==> src/rtl/roi_host_pkg.sv <==
// roi_host_pkg -- shared types and defaults for the ROI shift-chain host.
//   state_e   : transaction sequencer states
//   DEF_*     : default chain widths and receive latency
//   ERR_CNT_W : width of the saturating mismatch counter (compare build)
package roi_host_pkg;

   typedef enum logic [2:0] {
      IDLE   = 3'd0,
      LOAD   = 3'd1,
      STB1   = 3'd2,
      REFILL = 3'd3,
      STB2   = 3'd4,
      READ   = 3'd5,
      DONE   = 3'd6
   } state_e;

   localparam int DEF_DIN_N  = 256;
   localparam int DEF_DOUT_N = 256;
   localparam int DEF_RX_LAT = 0;
   localparam int ERR_CNT_W  = 16;

endpackage

==> src/rtl/roi_host_delay.sv <==
// roi_host_delay -- LAT-deep flop pipe on the harness serial output.
//   clk, rst_n : clock, asynchronous active-low reset (pipe clears to 0)
//   din        : raw harness do
//   dout       : din delayed by LAT cycles; LAT=0 is a plain wire
module roi_host_delay #(
   parameter int LAT = 0
) (
   input  logic clk,
   input  logic rst_n,
   input  logic din,
   output logic dout
);

   generate
      if (LAT == 0) begin : g_wire
         // Clock and reset are not needed without stages; fold them away.
         logic unused_s;
         assign unused_s = clk ^ rst_n;
         assign dout     = din;
      end else begin : g_pipe
         logic [LAT-1:0] pipe_r;

         // Delay line: stage 0 takes din, each stage feeds the next
         always_ff @(posedge clk or negedge rst_n) begin
            if (!rst_n) begin
               pipe_r <= {LAT{1'b0}};
            end else begin
               pipe_r[0] <= din;
               for (int i = 1; i < LAT; i++) begin
                  pipe_r[i] <= pipe_r[i-1];
               end
            end
         end

         assign dout = pipe_r[LAT-1];
      end
   endgenerate

endmodule

==> src/rtl/roi_shift_host.sv <==
// roi_shift_host -- host driver for the fuzzer serial harness.
// One transaction: shift tx_vec in MSB first, strobe (stale capture),
// shift tx_vec in again, strobe (real capture), shift DOUT_N bits out
// into rx_vec, then pulse done.
// Ports:
//   clk, rst_n : clock, asynchronous active-low reset
//   start      : request; accepted in IDLE or DONE only
//   tx_vec     : vector to load, copied at accept
//   busy       : transaction in progress
//   done       : one-cycle pulse, rx_vec valid from this cycle
//   rx_vec     : captured ROI dout, held until next done
//   di, stb    : serial data and load/capture strobe to harness
//   do_in      : harness serial output
// Optional feature macro ROI_HOST_CMP_EN adds exp_vec (sampled at accept),
// mismatch (held with rx_vec) and err_cnt (saturating count of mismatches).
module roi_shift_host
   import roi_host_pkg::*;
#(
   parameter int DIN_N  = DEF_DIN_N,
   parameter int DOUT_N = DEF_DOUT_N,
   parameter int RX_LAT = DEF_RX_LAT
) (
   input  logic                 clk,
   input  logic                 rst_n,
   input  logic                 start,
   input  logic [DIN_N-1:0]     tx_vec,
`ifdef ROI_HOST_CMP_EN
   input  logic [DOUT_N-1:0]    exp_vec,
   output logic                 mismatch,
   output logic [ERR_CNT_W-1:0] err_cnt,
`endif
   output logic                 busy,
   output logic                 done,
   output logic [DOUT_N-1:0]    rx_vec,
   output logic                 di,
   output logic                 stb,
   input  logic                 do_in
);

   localparam int RD_N    = DOUT_N + RX_LAT;
   localparam int CNT_MAX = (DIN_N > RD_N) ? DIN_N : RD_N;
   localparam int CNT_W   = $clog2(CNT_MAX + 1);
   localparam int IDX_W   = $clog2(DIN_N);

   state_e              state_r, state_n;
   logic [CNT_W-1:0]    cnt_r, cnt_n;
   logic [DIN_N-1:0]    tx_q_r, tx_n;
   logic [DOUT_N-1:0]   sh_r, sh_n;
   logic [DOUT_N-1:0]   rx_vec_r, rx_n;
   logic                busy_r, busy_n;
   logic                done_r, done_n;
   logic                di_r, di_n;
   logic                stb_r, stb_n;
   logic                accept_s;
   logic                do_s;
   logic [IDX_W-1:0]    idx_s;

   roi_host_delay #(.LAT(RX_LAT)) u_delay (
      .clk  (clk),
      .rst_n(rst_n),
      .din  (do_in),
      .dout (do_s)
   );

   // Sequencer next state, counter, datapath and next-cycle output decode
   always_comb begin
      state_n  = state_r;
      cnt_n    = cnt_r;
      tx_n     = tx_q_r;
      sh_n     = sh_r;
      accept_s = 1'b0;
      case (state_r)
         IDLE, DONE: begin
            if (start) begin
               accept_s = 1'b1;
               state_n  = LOAD;
               cnt_n    = {CNT_W{1'b0}};
               tx_n     = tx_vec;
               sh_n     = {DOUT_N{1'b0}};
            end else begin
               state_n  = IDLE;
               cnt_n    = {CNT_W{1'b0}};
            end
         end
         LOAD, REFILL: begin
            if (cnt_r == CNT_W'(DIN_N - 1)) begin
               state_n = (state_r == LOAD) ? STB1 : STB2;
               cnt_n   = {CNT_W{1'b0}};
            end else begin
               cnt_n   = cnt_r + CNT_W'(1);
            end
         end
         STB1: begin
            state_n = REFILL;
            cnt_n   = {CNT_W{1'b0}};
         end
         STB2: begin
            state_n = READ;
            cnt_n   = {CNT_W{1'b0}};
         end
         READ: begin
            // The first RX_LAT samples predate the captured data.
            if (cnt_r >= CNT_W'(RX_LAT)) begin
               sh_n = {sh_r[DOUT_N-2:0], do_s};
            end else begin
               sh_n = sh_r;
            end
            if (cnt_r == CNT_W'(RD_N - 1)) begin
               state_n = DONE;
               cnt_n   = {CNT_W{1'b0}};
            end else begin
               cnt_n   = cnt_r + CNT_W'(1);
            end
         end
         default: begin
            state_n = IDLE;
            cnt_n   = {CNT_W{1'b0}};
         end
      endcase

      // Outputs are registered from the next state so they line up with it.
      idx_s  = IDX_W'(DIN_N - 1) - IDX_W'(cnt_n);
      busy_n = (state_n != IDLE) && (state_n != DONE);
      done_n = (state_n == DONE);
      stb_n  = (state_n == STB1) || (state_n == STB2);
      if ((state_n == LOAD) || (state_n == REFILL)) begin
         di_n = tx_n[idx_s];
      end else begin
         di_n = 1'b0;
      end
      if (state_n == DONE) begin
         rx_n = sh_n;
      end else begin
         rx_n = rx_vec_r;
      end
   end

   // Sequencer state, counter, vector copies and registered outputs
   always_ff @(posedge clk or negedge rst_n) begin
      if (!rst_n) begin
         state_r  <= IDLE;
         cnt_r    <= {CNT_W{1'b0}};
         tx_q_r   <= {DIN_N{1'b0}};
         sh_r     <= {DOUT_N{1'b0}};
         rx_vec_r <= {DOUT_N{1'b0}};
         busy_r   <= 1'b0;
         done_r   <= 1'b0;
         di_r     <= 1'b0;
         stb_r    <= 1'b0;
      end else begin
         state_r  <= state_n;
         cnt_r    <= cnt_n;
         tx_q_r   <= tx_n;
         sh_r     <= sh_n;
         rx_vec_r <= rx_n;
         busy_r   <= busy_n;
         done_r   <= done_n;
         di_r     <= di_n;
         stb_r    <= stb_n;
      end
   end

   assign busy   = busy_r;
   assign done   = done_r;
   assign di     = di_r;
   assign stb    = stb_r;
   assign rx_vec = rx_vec_r;

`ifdef ROI_HOST_CMP_EN
   logic [DOUT_N-1:0]    exp_q_r;
   logic                 mismatch_r;
   logic [ERR_CNT_W-1:0] err_cnt_r;

   // Expected-vector copy, result compare and saturating error count
   always_ff @(posedge clk or negedge rst_n) begin
      if (!rst_n) begin
         exp_q_r    <= {DOUT_N{1'b0}};
         mismatch_r <= 1'b0;
         err_cnt_r  <= {ERR_CNT_W{1'b0}};
      end else begin
         if (accept_s) begin
            exp_q_r <= exp_vec;
         end
         if (state_n == DONE) begin
            mismatch_r <= (sh_n != exp_q_r);
            if ((sh_n != exp_q_r) && (err_cnt_r != {ERR_CNT_W{1'b1}})) begin
               err_cnt_r <= err_cnt_r + ERR_CNT_W'(1);
            end
         end
      end
   end

   assign mismatch = mismatch_r;
   assign err_cnt  = err_cnt_r;
`else
   logic unused_accept_s;
   assign unused_accept_s = accept_s;
`endif

endmodule
==> config.mk <==
export PLATFORM = sky130hd
export DESIGN_NAME = roi_shift_host
export DESIGN_NICKNAME = d
export VERILOG_FILES = /design/src/rtl/roi_host_pkg.sv /design/src/rtl/roi_host_delay.sv /design/src/rtl/roi_shift_host.sv
export SDC_FILE = /design/constraint.sdc
export NUM_CORES = 1
export LEC_CHECK = 0
export BUFFER_PORTS_ARGS = -buffer_cell sky130_fd_sc_hd__buf_4
export CAP_MARGIN = 5
export CORE_ASPECT_RATIO = 1.1
export CORE_UTILIZATION = 25
export CTS_BUF_LIST = sky130_fd_sc_hd__clkbuf_4 sky130_fd_sc_hd__clkbuf_8
export DETAILED_ROUTE_END_ITERATION = 12
export GPL_TIMING_DRIVEN = 0
export REMOVE_ABC_BUFFERS = 1
export SYNTH_ARGS = -nofsm -noshare
export SYNTH_HDL_FRONTEND = slang
export SYNTH_SLANG_ARGS = --single-unit
==> constraint.sdc <==
create_clock -name clk -period 2.78 [get_ports clk]
set_input_delay 0.417 -clock clk [delete_from_list [all_inputs] [get_ports clk]]
set_output_delay 0.417 -clock clk [all_outputs]
set_load 0.02 [all_outputs]
**Word-level counts from Yosys, hierarchy flattened**

Index checks and enable logic that the tools add are counted.

- Bits in latches: 0
- Register bits: 784
- ROM bits: 0
- Bits in writable memories: 0
- Logic and storage cells: 49
- Memories: 0

- $lt $le $gt $ge: 2
- Shift operators: 0
- Reduce and logical (&&, ||, !) cells: 8
- Multiply operators: 0
- Div/mod/pow operators: 0
- Equal/unequal tests: 13
- Muxes and demuxes: 15
- Bitwise gates (word level): 0
- Add/subtract/negate cells: 2

Operators by type and width:

| cell | count |
|---|---|
| $mux 256 | 4 |
| $pmux 256 s2 | 1 |
| $mux 9 | 2 |
| $eq 3x3->1 const B | 5 |
| $pmux 3 s5 | 1 |
| $eq 3x2->1 const B | 4 |
| $add 9x1->9 const B | 1 |
| $eq 9x8->1 const B | 1 |
| $ge 9x1->1 const B | 1 |
| $lt 8x9->1 const B | 1 |
| $mux 3 | 3 |
| $bmux 1 s8 | 1 |
| $sub 8x8->8 const A | 1 |
| $eq 3x1->1 const B | 2 |
| $reduce_or 2->1 | 2 |
| $logic_not 3->1 | 1 |
| $mux 1 | 3 |
| $ne 3x3->1 const B | 1 |
| $reduce_bool 3->1 | 1 |
| $reduce_or 3->1 | 1 |
| $logic_or 1x1->1 | 2 |
| $logic_and 1x1->1 | 1 |

**Depth between registers and ports, before layout**

Gate-level depths: netlist of run 1.

- Depth in word-level cells: 7
- Mapped depth: 15

**By module**

Synthesis of run 1 repeated with hierarchy kept, for this count alone.

- Cells, all modules: 2760
- Area, all modules: 32347.3 um^2

Modules (own cells, without submodules):

| module | area an instance (um^2) | cells each | instances |
|---|---|---|---|
| roi_shift_host | 32339.8 | 2759 | 1 |
| roi_host_delay | 7.5 | 1 | 1 |

**Worst setup path after synthesis of run 1**

OpenSTA, ideal clock, no wires.

- Kind: register -> register
- Start point: register state_r[2]
- End point: register di_r, in the netlist di
- Setup time: 139 ps
- Path buffers: 3
- Slack: 104 ps
- Data required time: 2641 ps
- Arrival time: 2536 ps
- Stages on the path, launching flop included: 13
- Cell sequence: dfrtp_1 -> buf_6 -> xor2_2 -> nor2_8 -> buf_6 -> buf_6 -> mux4_2 -> a2111oi_4 -> o221ai_2 -> o211ai_2 -> o311ai_1 -> o211ai_1 -> a311oi_1

- Longest elaborated chain between the ends: 7
- Elaborated cells between the ends (all ways): 23
- Those cells by class: add/sub: 1; eq/ne: 8; mux: 9; reduce/logical: 5

RTL lines:

| element | RTL line | RTL |
|---|---|---|
| start: declaration | roi_shift_host.sv:45 | `state_e state_r, state_n;` |
| start signal: assignment | roi_shift_host.sv:151 | `state_r <= state_n;` |
| $eq 3x1->1, or another cell as far along | roi_shift_host.sv:72, roi_shift_host.sv:87 |  |
| $reduce_or 3->1 (no line) or $mux 3 (tied branches) | -- |  |
| $mux 9 or $mux 3 (tied branches) | -- |  |
| $sub 8x8->8 or $pmux 3 s5 (tied branches) | roi_shift_host.sv:122, roi_shift_host.sv:72 |  |
| $bmux 1 s8, or another cell as far along | roi_shift_host.sv:127 | `di_n = tx_n[idx_s];` |
| $mux 1 (not written as such) or $logic_or 1x1->1 (tied branches) | roi_shift_host.sv:127, roi_shift_host.sv:126 |  |
| $mux 1 * | roi_shift_host.sv:126 | `if ((state_n == LOAD) \|\| (state_n == REFILL)) begin` |
| via di_n | roi_shift_host.sv:52 | `logic di_r, di_n;` |
| end signal: assignment | roi_shift_host.sv:158 | `di_r <= di_n;` |
| end: declaration | roi_shift_host.sv:52 |  |

Mark *: on every way through the listed nets, which the timed path passes. The rest lies on a longest branch. The select of a mux whose other input is x is not followed.
A chain may end at the register's enable or synchronous reset.

**Final worst setup path of run 1**

- Start point: register cnt_r[0]
- End point: register di_r, in the netlist di

- Longest elaborated chain between the ends: 7
- Elaborated cells between the ends (all ways): 14
- Those cells by class: add/sub: 2; eq/ne: 3; mux: 8; reduce/logical: 1

RTL lines:

| element | RTL line | RTL |
|---|---|---|
| start: declaration | roi_shift_host.sv:46 | `logic [CNT_W-1:0] cnt_r, cnt_n;` |
| start signal: assignment | roi_shift_host.sv:142 | `cnt_r <= {CNT_W{1'b0}};` |
| start signal: assignment | roi_shift_host.sv:152 | `cnt_r <= cnt_n;` |
| $add 9x1->9 or $eq 9x8->1 (tied branches) | -- |  |
| $mux 9 | roi_shift_host.sv:86, roi_shift_host.sv:108 |  |
| $mux 9 | -- |  |
| $sub 8x8->8 | roi_shift_host.sv:122 | `idx_s = IDX_W'(DIN_N - 1) - IDX_W'(cnt_n);` |
| $bmux 1 s8 | roi_shift_host.sv:127 |  |
| $mux 1 (not written as such) | roi_shift_host.sv:127 |  |
| $mux 1 * | roi_shift_host.sv:126 |  |
| via di_n | roi_shift_host.sv:52 |  |

Marked as above.

==> impl_metrics.csv, run 1 <==
group,metric,value,unit
synth,synth_top_area_cell,"dfrtp_1",
synth,synth_top_area_share,60.6,%
timing,grt_setup_unrepaired,"true",
timing,worst_pin_slew,842,ps
setup_path,setup.worst_path.end_class,"flop",
setup_path,worst_path_largest_cell_delay,580,ps
route,drtPass1Iterations,6,
route,dr.first_iter.drc_count,1381,
clocking,root_buffer,"clkbuf_8",
route,routed_wl,107,mm
synth,syn_area_per_cell,11.7,µm²
die,core,0.128,mm²
place,dpl.cell_count,4837,
synth,dominantRegCellSynth,"dfrtp_1",
die,die_x,345,µm
die,start_util,25.2,%
route,viasPerCell,4.59,
global_route,grt_max_degree,113,
synth,synth-warning-count,0,
route,wl_met2,49.5,mm
route,wl_met3,9.70,mm
setup_path,path_cells,"ha_4 > nand4_4 > o211ai_4 > inv_6 > buf_16 > mux2_2 > a221o_1 > o22ai_2 > nor4_4 > nor4_2 > a311oi_2",
pwr,total_power,33.6,mW
synth,syn_area,0.0324,mm²
setup_path,cp.buffers_inverters,2,
timing,worst_hold_slack,205,ps
setup_path,worst-path-max-fanout,25,
die,pin_count,520,
synth,synthTopCellsByArea,"dfrtp_1 (61%), mux2_2 (14%), nand2_1 (8.3%)",
final_layout,fin_util,36.0,%
final_layout,syn2layout_area_growth,42.9,%
timing,timing.fmax,0.289,GHz
status,outcome,"complete, but fails checks",
die,fp.dieArea,0.131,mm²
clocking,cts_buffer_depth,3,
die,die_height,379,µm
clocking,cts_sinks,784,
final_layout,seq_area,0.0196,mm²
route,highest_layer,"met5",
timing,fin_crit_sh,125,%
place,dp.final_hpwl,66.0,mm
final_layout,drive_gt1_share,37.7,%
pwr,peakVddDrop,0.518,mV
global_route,antenna_found_initial,6,
setup_path,startpoint_type,"flop",
route,wl_met1,42.5,mm
global_route,grt_overflow_total,0,
route,wl_per_cell,19.6,µm
status,violations,"setup timing",
final_layout,design_area,0.0462,mm²
die,fp-row-count,138,
pwr,power_density,727,mW/mm²
clocking,clk_pin_slew,70,ps
place,portBuffers,519,
final_layout,nets,3940,
timing,period_minus_slack,3460,ps
clocking,clock_latency,860,ps
pwr,power.leakage,21.7,nW
global_route,grt_usage,15.9,%
place,routabilityCongestion,0.802,
setup_path,cpMaxStageDelayCell,"nor4_4",
timing,timing.final.ws_setup,-683,ps
setup_path,path_class,"reg2reg",
global_route,grt_pass1_vias,25800,
timing,maxSlewHeadroom,43.9,%
final_layout,fin_cells,5455,
final_layout,multiInputGateArea,0.0122,mm²
route,vias,25000,
min_path,min_path_type,"in2reg",
clocking,numCtsBuffers,137,
final_layout,nFillCells,12400,
route,drc,0,
setup_path,cp.arrival,4200,ps
setup_path,rrSetupSlack,-680,ps
timing,fin_skew,46.0,ps
synth,synth-seq-cells,784,
route,ant_nets,0,
setup_path,crit_family,"compound AO/OA/AOI/OAI gates",
timing,hold_viol,0,
place,place_area,0.0387,mm²
synth,synthCells,2759,
synth,synth_edf_count,0,
synth,postSynth.asyncResetShare,100,%
run,maxCapViolCount,0,
timing,drv_slew,0,
synth,seq_area_frac_synth,60.6,%
setup_path,required,3520,ps
clocking,tritoncts,"done",
clocking,h-tree-depth,4,
global_route,grt_pass1_wl,160,mm
timing,setup_viol,61,
synth,ys_types,78,
==> sequential cells by signal, indices dropped and copies added, names as in the netlist, 3 cells and up <==
name / cells
rx_vec: 256
sh_r: 256
tx_q_r: 256
cnt_r: 9
state_r: 3
==> layout make-up <==
type | count | area share [%]
timing repair buffer | 964 | 20.2
clock buffer | 202 | 5.51
clock inverter | 29 | 0.677
antenna | 4 | 0.0217
sequential | 784 | 42.5
tap | 1680 | 4.55
multi-input combinational | 1783 | 26.5
inverter | 9 | 0.100
==> layer usage <==
layer	vias up	global-route usage [%]
met5	-	0
met4	6	8.74
met3	260	5.99
met2	980	25.3
met1	12400	18.5
li1	11400	-
==> path summary, 6_finish.rpt <==
path,from,depth (start not counted),endpoint
worst max-delay path,cnt_r[0],11,di
worst min-delay path,start,4,tx_q_r[133]
worst max register to register,cnt_r[0],11,di
worst min register to register,tx_q_r[250],2,tx_q_r[250]
max in group asynchronous,rst_n,5,sh_r[39]
min in group asynchronous,rst_n,2,tx_q_r[252]
==> cells in the final DEF (no fill, tap or decap), types with 8 or more instances in the layout <==
| cell type | count |
|---|---|
| mux2_2 | 399 |
| a21oi_1 | 13 |
| mux2_1 | 27 |
| clkbuf_4 | 37 |
| dlygate4sd3_1 | 259 |
| buf_12 | 38 |
| nand3_1 | 43 |
| dfrtp_1 | 780 |
| buf_16 | 23 |
| buf_6 | 8 |
| mux2i_1 | 34 |
| a22oi_1 | 9 |
| a21o_1 | 13 |
| and3_1 | 10 |
| mux4_2 | 13 |
| bufbuf_16 | 13 |
| nor2_1 | 34 |
| a221oi_1 | 14 |
| clkbuf_8 | 165 |
| buf_4 | 609 |
| a211oi_1 | 10 |
| nand2_1 | 717 |
| clkinv_2 | 12 |
| o211a_1 | 12 |
| o211ai_1 | 18 |
| o21ai_0 | 277 |
==> worst register-to-register path: stages (launching register included) <==
cell      delay (ps)
dfrtp_4          530
ha_4             230
nand4_4          130
o211ai_4         380
inv_6            180
buf_16           230
mux2_2           320
a221o_1          240
o22ai_2          120
nor4_4           580
nor4_2           110
a311oi_2         300
==> cell usage after synthesis, types with 15 or more instances <==
master    instances
o21ai_0         277
mux2_1           27
clkbuf_1        112
mux2i_1          34
mux2_2          399
buf_6            16
nor2_1           37
o211ai_1         18
buf_4            20
buf_2            15
nand3_1          45
a221oi_1         20
nand2_1         719
a21oi_1          16
dfrtp_1         784
buf_1            25
==> cells by family (layout without fill, tap and decap cells) <==
group / Yosys count / in the layout / share of synthesized area [%]
AO/OA/AOI/OAI: 448 / 448 / 8.68
XOR/XNOR: 8 / 8 / 0.263
adder cells (fa/ha/maj): 1 / 1 / 0.0387
buffers and inverters: 197 / 1204 / 2.95
flip-flops: 784 / 784 / 60.6
multiplexers: 475 / 475 / 16.9
other: 0 / 4 / 0
AND/OR/NAND/NOR: 846 / 851 / 10.6
==> power by group <==
| part | internal [mW] | switching [mW] | total, mW |
|---|---|---|---|
| logic | 3.86 | 5.01 | 8.87 |
| registers | 12.9 | 0.552 | 13.5 |
| clock network | 6.20 | 5.04 | 11.2 |
| total | 23.0 | 10.6 | 33.6 |
==> through the flow <==
stage	worst slack (ps)	TNS [ps]
CTS	-563	-3910
detailed placement	-3180	-359010
finish	-683	-8340
global route	-712	-17320
floorplan	-17990	-8438490
global placement	-31650	-
==> repair_timing <==
| item | in CTS | in global routing |
|---|---|---|
| setup endpoints to repair | 555 | 131 |
| hold buffers | 259 | 0 |
| pin swaps | 38 | 6 |
| endpoints found under the hold margin | 362 | 0 |
| resized for setup | 83 | 23 |
| cloned | 19 | 7 |
| buffers inserted | 85 | 23 |
No activity file was read; power rests on OpenSTA's default activity.
==> run 2: changes to the inputs <==
SETUP_SLACK_MARGIN = 0.2   (was not set)
==> run 2 against run 1 <==
  * The run still ends with setup timing left
  * Wire length up 0.68%
  * Cell area up 0.86%
  * Flip-flop and latch count unchanged
  * Register-to-register slack about the same
  * Highest routed layer unchanged
  * Clock skew up 1.2 ps
  * Critical path depth unchanged
==> impl_metrics.csv, run 2 (synthesis results as in run 1) <==
group,metric,value,unit
place,dpl.cell_count,4837,
timing,timing.final.ws_setup,-674,ps
min_path,hold_end,"tx_q_r[133]",
place,portBuffers,519,
clocking,h-tree-depth,4,
pwr,peakVddDrop,0.520,mV
timing,timing.fmax,0.289,GHz
setup_path,worst-path-max-fanout,25,
place,dp.final_hpwl,66.0,mm
route,drtPass1Iterations,6,
timing,hold_viol,0,
global_route,grt_pass1_vias,26000,
die,fp-row-count,138,
route,ant_nets,0,
die,die_x,345,µm
route,drc,0,
timing,fin_skew,47.2,ps
timing,period_minus_slack,3450,ps
final_layout,fin_cells,5474,
die,die_height,379,µm
clocking,root_buffer,"clkbuf_8",
setup_path,setup.worst_path.end_class,"flop",
timing,grt_setup_unrepaired,"true",
route,vias,25100,
clocking,clock_latency,860,ps
setup_path,path_class,"reg2reg",
timing,fin_crit_sh,124,%
setup_path,startpoint_type,"flop",
global_route,grt_overflow_total,0,
place,place_area,0.0387,mm²
setup_path,critPathLaunch,"cnt_r[0]",
setup_path,required,3510,ps
final_layout,nets,3961,
setup_path,r2r-end,"di",
global_route,grt_pass1_wl,161,mm
final_layout,nFillCells,12300,
die,pin_count,520,
die,core,0.128,mm²
run,maxCapViolCount,0,
clocking,numCtsBuffers,137,
timing,maxSlewHeadroom,42.8,%
final_layout,layout_commonest_cell,"dfrtp_1",
final_layout,mostFrequentLayoutCells,"dfrtp_1 (781), nand2_1 (716), buf_4 (611)",
clocking,clk_pin_slew,60,ps
final_layout,syn2layout_area_growth,44.1,%
place,routabilityCongestion,0.802,
timing,setup_viol,135,
final_layout,design_area,0.0466,mm²
route,viasPerCell,4.59,
status,violations,"setup timing",
route,wl_per_cell,19.7,µm
clocking,tritoncts,"done",
final_layout,drive_gt1_share,38.0,%
global_route,antenna_found_initial,3,
clocking,cts_sinks,784,
clocking,cts_buffer_depth,3,
timing,drv_slew,0,
min_path,hp-start,"start",
global_route,grt_usage,16.1,%
pwr,power.leakage,21.9,nW
setup_path,rrSetupSlack,-670,ps
pwr,power_density,721,mW/mm²
die,fp.dieArea,0.131,mm²
timing,worst_pin_slew,859,ps
setup_path,ff2ff_path_depth,11,
min_path,min_path_type,"in2reg",
setup_path,cp.arrival,4190,ps
setup_path,reg2reg_from,"cnt_r[0]",
die,start_util,25.2,%
min_path,hold_depth,4,
status,outcome,"complete, but fails checks",
route,routed_wl,108,mm
route,dr.first_iter.drc_count,1610,
timing,worst_hold_slack,208,ps
global_route,grt_max_degree,113,
-- run 2: cell types whose count changed in the layout (fill, tap and decap cells not counted), sizes merged --
cell | previous run | this run
buf | 684 | 704
diode | 4 | 2
bufbuf | 13 | 16
clkbuf | 209 | 207
-- run 2: worst max-delay path: stages (launching register included) --
cell and delay [ps]:
dfrtp_4 520, ha_4 220, nand4_4 130, o211ai_4 370, inv_6 180, buf_16 230, mux2i_1 170, o211ai_1 300
o22ai_2 160, nor4_4 570, nor4_2 100, a311oi_2 300
-- run 2: final cells by class --
| type | instances | area (µm²) | area share (%) |
|---|---|---|---|
| Timing Repair Buffer | 985 | 9720 | 20.8 |
| Clock inverter | 29 | 313 | 0.671 |
| Inverter | 9 | 46.3 | 0.0993 |
| Clock buffer | 202 | 2550 | 5.47 |
| Sequential cell | 784 | 19600 | 42.1 |
| Multi-Input combinational cell | 1783 | 12300 | 26.3 |
| Tap cell | 1680 | 2100 | 4.51 |
| Antenna cell | 2 | 5.00 | 0.0107 |
-- run 2: how the worst max path moves through the flow --
| stage | depth (start not counted) | to | slack (ps) |
|---|---|---|---|
| global placement | 6 | rx_vec[137] | -31650 |
| floorplan | 6 | rx_vec[0] | -17990 |
| detailed placement | 10 | di | -3180 |
| CTS | 13 | di | -560 |
| finish | 11 | di | -670 |
| global route | 11 | di | -700 |
-- run 2: repair_timing --
action | in CTS | in global routing
hold buffers | 259 | 0
resized for setup | 116 | 35
pin swaps | 38 | 12
endpoints found under the hold margin | 362 | 0
setup buffers | 105 | 13
setup endpoints to repair | 714 | 415
gates cloned | 22 | 5
-- run 2: power by group --
group / internal, mW / switching [mW]
logic: 3.88 / 5.03
clock network: 6.20 / 5.05
registers: 12.9 / 0.548
-- run 2: through the flow --
stage	util (%)	setup TNS [ps]	worst slack, ps	total power, mW
2_1_floorplan	-	-8438490	-17990	17.4
3_3_place_gp	29.1	-	-31650	20.0
3_5_place_dp	30.2	-359010	-3180	20.5
4_1_cts	36.0	-11230	-563	33.6
5_1_grt	36.3	-34140	-699	35.0
6_report	36.3	-17910	-674	33.6
-- run 2: per-layer routing --
| layer | GRT usage (%) | wire, µm | vias to the layer above |
|---|---|---|---|
| met2 | 25.8 | 50100 | 1025 |
| met4 | 8.52 | 5420 | 4 |
| met3 | 5.88 | 9910 | 275 |
| li1 | - | - | 11400 |
| met5 | 0 | 29 | - |
| met1 | 18.7 | 42300 | 12400 |
